### src/rtl/sevenseg_pkg.sv
// Shared types and the hex-to-segment table for the 7-segment scan controller.
// Segment vectors are {g,f,e,d,c,b,a} with bit 0 = a, active-high (1 = lit).
package sevenseg_pkg;

  typedef logic [6:0] seg_t;

  localparam seg_t SEG_OFF = 7'h00;

  // Entry n is the glyph for nibble n; entry 15 is the leftmost literal.
  localparam logic [15:0][6:0] HEX_TABLE = {
    7'h71, 7'h79, 7'h5E, 7'h39, 7'h7C, 7'h77, 7'h6F, 7'h7F,
    7'h07, 7'h7D, 7'h6D, 7'h66, 7'h4F, 7'h5B, 7'h06, 7'h3F
  };

  function automatic seg_t hex_to_seg(input logic [3:0] nibble);
    return HEX_TABLE[nibble];
  endfunction

endpackage

### src/rtl/sevenseg_decode.sv
// Combinational digit decoder: hex nibble to segment glyph plus decimal point.
// Ports:
//   nibble_i  hex value of the digit being shown
//   dark_i    1 = digit is dark (disabled or blanked); forces segments and dp off
//   dp_req_i  decimal point request for this digit
//   seg_o     active-high segments {g,f,e,d,c,b,a}
//   dp_o      active-high decimal point
module sevenseg_decode
  import sevenseg_pkg::*;
(
  input  logic [3:0] nibble_i,
  input  logic       dark_i,
  input  logic       dp_req_i,
  output seg_t       seg_o,
  output logic       dp_o
);

  always_comb begin
    seg_o = hex_to_seg(nibble_i);
    dp_o  = dp_req_i;
    if (dark_i) begin
      seg_o = SEG_OFF;
      dp_o  = 1'b0;
    end
  end

endmodule

### src/rtl/sevenseg_scan_ctrl.sv
// Time-multiplexed driver for N_DIGITS 7-segment digits.
// Each digit owns a slot of REFRESH_DIV clocks; the first clock of a slot is anode dead
// time. New values are double-buffered and only become visible at a frame boundary.
// Ports:
//   clk, rst     clock, synchronous active-high reset
//   load_i       strobe capturing value_i/dp_i/digit_en_i
//   value_i      hex nibbles, [3:0] = digit 0 (rightmost)
//   dp_i         decimal point request per digit
//   digit_en_i   per-digit enable (0 = dark)
//   blank_lz_i   leading-zero blanking enable, applied live
//   seg_o, dp_o  segment pins {g..a} and decimal point, polarity set by ACTIVE_LOW
//   an_o         digit select pins, one-hot when active
//   frame_o      one-cycle pulse at the start of each scan frame
module sevenseg_scan_ctrl
  import sevenseg_pkg::*;
#(
  parameter int unsigned N_DIGITS    = 8,
  parameter int unsigned REFRESH_DIV = 100000,
  parameter bit          ACTIVE_LOW  = 1'b1
) (
  input  logic                    clk,
  input  logic                    rst,
  input  logic                    load_i,
  input  logic [4*N_DIGITS-1:0]   value_i,
  input  logic [N_DIGITS-1:0]     dp_i,
  input  logic [N_DIGITS-1:0]     digit_en_i,
  input  logic                    blank_lz_i,
  output logic [6:0]              seg_o,
  output logic                    dp_o,
  output logic [N_DIGITS-1:0]     an_o,
  output logic                    frame_o
);

  localparam int unsigned IdxW   = $clog2(N_DIGITS);
  localparam int unsigned PrescW = $clog2(REFRESH_DIV);
  localparam logic [IdxW-1:0]   IdxLast   = IdxW'(N_DIGITS - 1);
  localparam logic [PrescW-1:0] PrescLast = PrescW'(REFRESH_DIV - 1);

  logic [PrescW-1:0] presc_q, presc_d;
  logic [IdxW-1:0]   idx_q, idx_d;

  logic [N_DIGITS-1:0][3:0] act_val_q, act_val_d, pend_val_q, pend_val_d;
  logic [N_DIGITS-1:0]      act_dp_q, act_dp_d, pend_dp_q, pend_dp_d;
  logic [N_DIGITS-1:0]      act_en_q, act_en_d, pend_en_q, pend_en_d;
  logic                     pend_valid_q, pend_valid_d;

  logic [6:0]          seg_q;
  logic                dp_q;
  logic [N_DIGITS-1:0] an_q;
  logic                frame_q;

  logic                slot_end, frame_wrap;
  logic [N_DIGITS-1:0] lz_blank;
  logic                nz_seen;
  logic                dark;
  seg_t                seg_int;
  logic                dp_int;
  logic [N_DIGITS-1:0] an_int;

  // Scan position
  assign slot_end   = (presc_q == PrescLast);
  assign frame_wrap = slot_end && (idx_q == IdxLast);

  always_comb begin
    presc_d = slot_end ? '0 : presc_q + PrescW'(1);
    idx_d   = idx_q;
    if (slot_end) begin
      idx_d = (idx_q == IdxLast) ? '0 : idx_q + IdxW'(1);
    end
  end

  // Double buffer: a load on the wrap cycle goes straight to the active copy so it is
  // shown in the frame that is about to start.
  always_comb begin
    pend_val_d   = pend_val_q;
    pend_dp_d    = pend_dp_q;
    pend_en_d    = pend_en_q;
    pend_valid_d = pend_valid_q;
    act_val_d    = act_val_q;
    act_dp_d     = act_dp_q;
    act_en_d     = act_en_q;
    if (frame_wrap) begin
      if (load_i) begin
        act_val_d    = value_i;
        act_dp_d     = dp_i;
        act_en_d     = digit_en_i;
        pend_valid_d = 1'b0;
      end else if (pend_valid_q) begin
        act_val_d    = pend_val_q;
        act_dp_d     = pend_dp_q;
        act_en_d     = pend_en_q;
        pend_valid_d = 1'b0;
      end
    end else if (load_i) begin
      pend_val_d   = value_i;
      pend_dp_d    = dp_i;
      pend_en_d    = digit_en_i;
      pend_valid_d = 1'b1;
    end
  end

  // Leading-zero map: running OR from the most significant digit down; digit 0 never blanks.
  always_comb begin
    lz_blank = '0;
    nz_seen  = 1'b0;
    for (int k = int'(N_DIGITS) - 1; k >= 0; k--) begin
      nz_seen     = nz_seen | (|act_val_q[k]);
      lz_blank[k] = ~nz_seen;
    end
    lz_blank[0] = 1'b0;
  end

  assign dark = ~act_en_q[idx_q] | (blank_lz_i & lz_blank[idx_q]);

  sevenseg_decode u_decode (
    .nibble_i (act_val_q[idx_q]),
    .dark_i   (dark),
    .dp_req_i (act_dp_q[idx_q]),
    .seg_o    (seg_int),
    .dp_o     (dp_int)
  );

  // Anodes stay off for the first clock of each slot to avoid ghosting.
  always_comb begin
    an_int = '0;
    if (presc_q != '0) begin
      an_int[idx_q] = 1'b1;
    end
  end

  always_ff @(posedge clk) begin
    if (rst) begin
      presc_q      <= '0;
      idx_q        <= '0;
      act_val_q    <= '0;
      act_dp_q     <= '0;
      act_en_q     <= '0;
      pend_val_q   <= '0;
      pend_dp_q    <= '0;
      pend_en_q    <= '0;
      pend_valid_q <= 1'b0;
      seg_q        <= SEG_OFF ^ {7{ACTIVE_LOW}};
      dp_q         <= ACTIVE_LOW;
      an_q         <= {N_DIGITS{ACTIVE_LOW}};
      frame_q      <= 1'b0;
    end else begin
      presc_q      <= presc_d;
      idx_q        <= idx_d;
      act_val_q    <= act_val_d;
      act_dp_q     <= act_dp_d;
      act_en_q     <= act_en_d;
      pend_val_q   <= pend_val_d;
      pend_dp_q    <= pend_dp_d;
      pend_en_q    <= pend_en_d;
      pend_valid_q <= pend_valid_d;
      seg_q        <= seg_int ^ {7{ACTIVE_LOW}};
      dp_q         <= dp_int ^ ACTIVE_LOW;
      an_q         <= an_int ^ {N_DIGITS{ACTIVE_LOW}};
      frame_q      <= frame_wrap;
    end
  end

  assign seg_o   = seg_q;
  assign dp_o    = dp_q;
  assign an_o    = an_q;
  assign frame_o = frame_q;

endmodule

### config.mk
export PLATFORM = sky130hd
export DESIGN_NAME = sevenseg_scan_ctrl
export DESIGN_NICKNAME = d
export VERILOG_FILES = /design/src/rtl/sevenseg_pkg.sv /design/src/rtl/sevenseg_decode.sv /design/src/rtl/sevenseg_scan_ctrl.sv
export SDC_FILE = /design/constraint.sdc
export NUM_CORES = 1
export LEC_CHECK = 0
export BUFFER_PORTS_ARGS = -buffer_cell sky130_fd_sc_hd__buf_4
export CORE_AREA = 2 2 151 153
export CTS_BUF_LIST = sky130_fd_sc_hd__clkbuf_16
export DETAILED_ROUTE_END_ITERATION = 16
export DIE_AREA = 0 0 153 155
export PLACE_DENSITY_LB_ADDON = 0.15
export SLEW_MARGIN = 40
export SYNTH_ARGS = -nofsm -noshare
export SYNTH_HDL_FRONTEND = slang
export SYNTH_SLANG_ARGS = --single-unit
export TNS_END_PERCENT = 1
### constraint.sdc
create_clock -name clk -period 2.2 [get_ports clk]
set_clock_uncertainty 0.15 [all_clocks]
set_input_delay 0.33 -clock clk [delete_from_list [all_inputs] [get_ports clk]]
set_output_delay 0.33 -clock clk [all_outputs]
set_load 0.05 [all_outputs]
==> flow_summary.toml <==
[cts]
clkSlewWorstSetupHoldPaths_ps = 60
root_buffer = "clkbuf_16"
cts_tree = "yes"
h-tree-depth = 4
cts_buffer_depth = 2
cts_buffers = 17
clock_latency_ps = 420
cts_sinks = 134

[yosys]
synthArstFlopShare = 0
synth-seq-cells = 134
synth.most_common_cell = "dfxtp_1"
synth.avg_cell_area_um2 = 9.11
yosysSeqAreaShare = 0.443
synth_top_area_frac = 0.443
syn-num-nets = 727
synth_area_um2 = 6060
synth_edf_count = 0
synthFlopType = "dfxtp_1"
yosysTopAreaCell = "dfxtp_1"
ys_top_cells_by_area = "dfxtp_1 (44%), mux2i_1 (10%), nand2_1 (7.1%), a211oi_1 (5.3%), nor2_1 (5.0%)"
ys_types = 51
yosysWarnings = 0
synthCells = 665
synth_commonest_cells = "dfxtp_1 (134), nand2_1 (115), nor2_1 (80)"

[floorplanning]
io_pins = 69
die-area_um2 = 23700
die_y_um = 155
start_util = 0.273
rows = 55
coreArea_um2 = 22200
die_w_um = 153

[drt]
avgViaCountPerCell = 4.71
wl_per_cell_um = 15.0
route.antenna.remaining_nets = 0
first_iter_violations = 289
drc = 0
firstDrtPassIters = 4
wirelength_mm = 15.9
vias = 4997

[status]
status = "finished, violations left"
violations = "setup timing"

[sta]
finalMaxSlewViolations = 0
fin_ws_ps = -1.76
finalHoldWorstSlack_ps = 14.1
period_share = 1.00
finalCriticalPeriod_ps = 2200
relSlewSlack = 0.512
rsz0062_at_grt = "yes"
setup_violations = 1
fmax_ghz = 0.454
worst_pin_slew_ps = 727
hold_viol_final = 0

[job]
drv_cap = 0

[critical_path]
cp.arrival_ps = 2340
cp.required_ps = 2340
cp_max_fo = 6
end_kind = "flip-flop"
crit_type = "flip-flop to flip-flop"
cp-start-kind = "flip-flop"

[placed_design]
dpl-instance-area_um2 = 7120
io_buffers = 68
hpwl_mm = 11.2
routabilityCongestion = 0.819
dp_slack_ps = -73.3
post-place-cells = 1019

[global_routing]
grt_util_all_layers = 0.138
use_met2 = 0.206
globalRouteOverflowTotal = 0
busiest_layer = "met2"
globalRouteMet1Util = 0.194
grt_max_degree = 86
antenna_found_initial = 0
grt_pass1_vias = 4934
grt_pass1_wl_mm = 26.0
gr-usage-met3 = 0.0284

[power_and_ir_drop]
power_density_nw_per_um2 = 711
p_leak_nw = 3.03
vdd_drop_max_v = 0.000366
power.total_mw = 5.58

[cells_and_area]
final_cells = 1060
drive_above_1_share = 0.261
area_growth_pct = 29.6
diodes = 0
fin_area_um2 = 7850
fin_nets = 826

[hold_path]
hold_path_class = "primary input to flip-flop"
==> metrics by stage <==
| stage | TNS, ps | utilization |
|---|---|---|
| after global placement | -26.1 | 0.320 |
| after floorplan | -33.6 | - |
| final | -1.76 | 0.353 |
| after CTS | 0 | 0.351 |
| after global routing | -715 | 0.353 |
| after detailed placement | -146 | 0.320 |
==> final timing paths <==
| path | to | start | slack [ps] | depth (start not counted) |
|---|---|---|---|---|
| hold reg to reg | presc_q[0] | presc_q[0] | 290 | 1 |
| setup reg to reg | seg_o[3] | idx_q[0] | -2 | 7 |
| hold / removal | pend_val_q[7] | value_i[7] | 10 | 3 |
| setup / recovery | seg_o[3] | idx_q[0] | -2 | 7 |
==> cells in the final DEF (no fill, tap or decap), drive strengths merged, types with 3 or more instances in the layout <==
cell type	n
clkinvlp	6
clkbuf	17
xnor2	7
mux2	4
a22oi	3
dfxtp	134
nand3	11
nor3	6
o21ai	5
clkinv	5
mux4	8
inv	10
xor2	8
ha	10
a211oi	50
a21oi	50
nand2	115
nor2	80
buf	127
nand4	11
and4	4
mux2i	62
and2	4
nor4	8
and3	3
==> worst max-delay path, stage by stage, from the launching register on <==
cell and delay (ps):
dfxtp_4 400, mux4_2 540, mux2i_4 210, inv_2 100, ha_1 200, mux2_2 270, mux2i_1 130, nand3_1 80
==> routing by layer <==
layer / up-vias / part of all wire
met5: - / 0
met4: 0 / 0.017
met3: 14 / 0.029
met2: 98 / 0.44
met1: 2350 / 0.52
li1: 2535 / -
==> state kept, by name, indices dropped and copies added (netlist names), 8 cells and up <==
signal and cells:
act_val_q 32, pend_val_q 32, presc_q 17, act_dp_q 8, act_en_q 8, an_o 8, pend_dp_q 8, pend_en_q 8
==> cell type report <==
cell class	instances	area [µm²]
multi-input cells	472	3140
fillers	2236	14400
inverters	10	37.5
clock inverters	13	136
flip-flops and latches	134	2690
well taps	285	357
clock buffers	17	425
repair buffers	129	1070
==> timing repair <==
item                       4_1_cts  5_1_grt
pin swaps                        1        3
buffers inserted                 8        0
resized for setup                8       16
hold endpoints to repair         2        0
hold buffers                     2        0
setup endpoints to repair       29       35
gates cloned                     1        0
==> kinds of logic (layout without fill, tap and decap cells) <==
logic type | count (synthesis) | after routing | synth area share
flops | 134 | 134 | 0.443
xor+xnor | 15 | 15 | 0.0217
buf+inv | 59 | 169 | 0.0525
mux | 74 | 74 | 0.144
compound gates | 122 | 122 | 0.136
fa+ha+maj | 10 | 10 | 0.0207
simple gates | 251 | 251 | 0.183
==> power by group <==
group	internal, mW	switching [mW]	total, mW
clock network	1.64	1.06	2.70
logic	0.168	0.205	0.372
registers	2.48	0.0263	2.51
No activity file was read; power rests on OpenSTA's default activity.
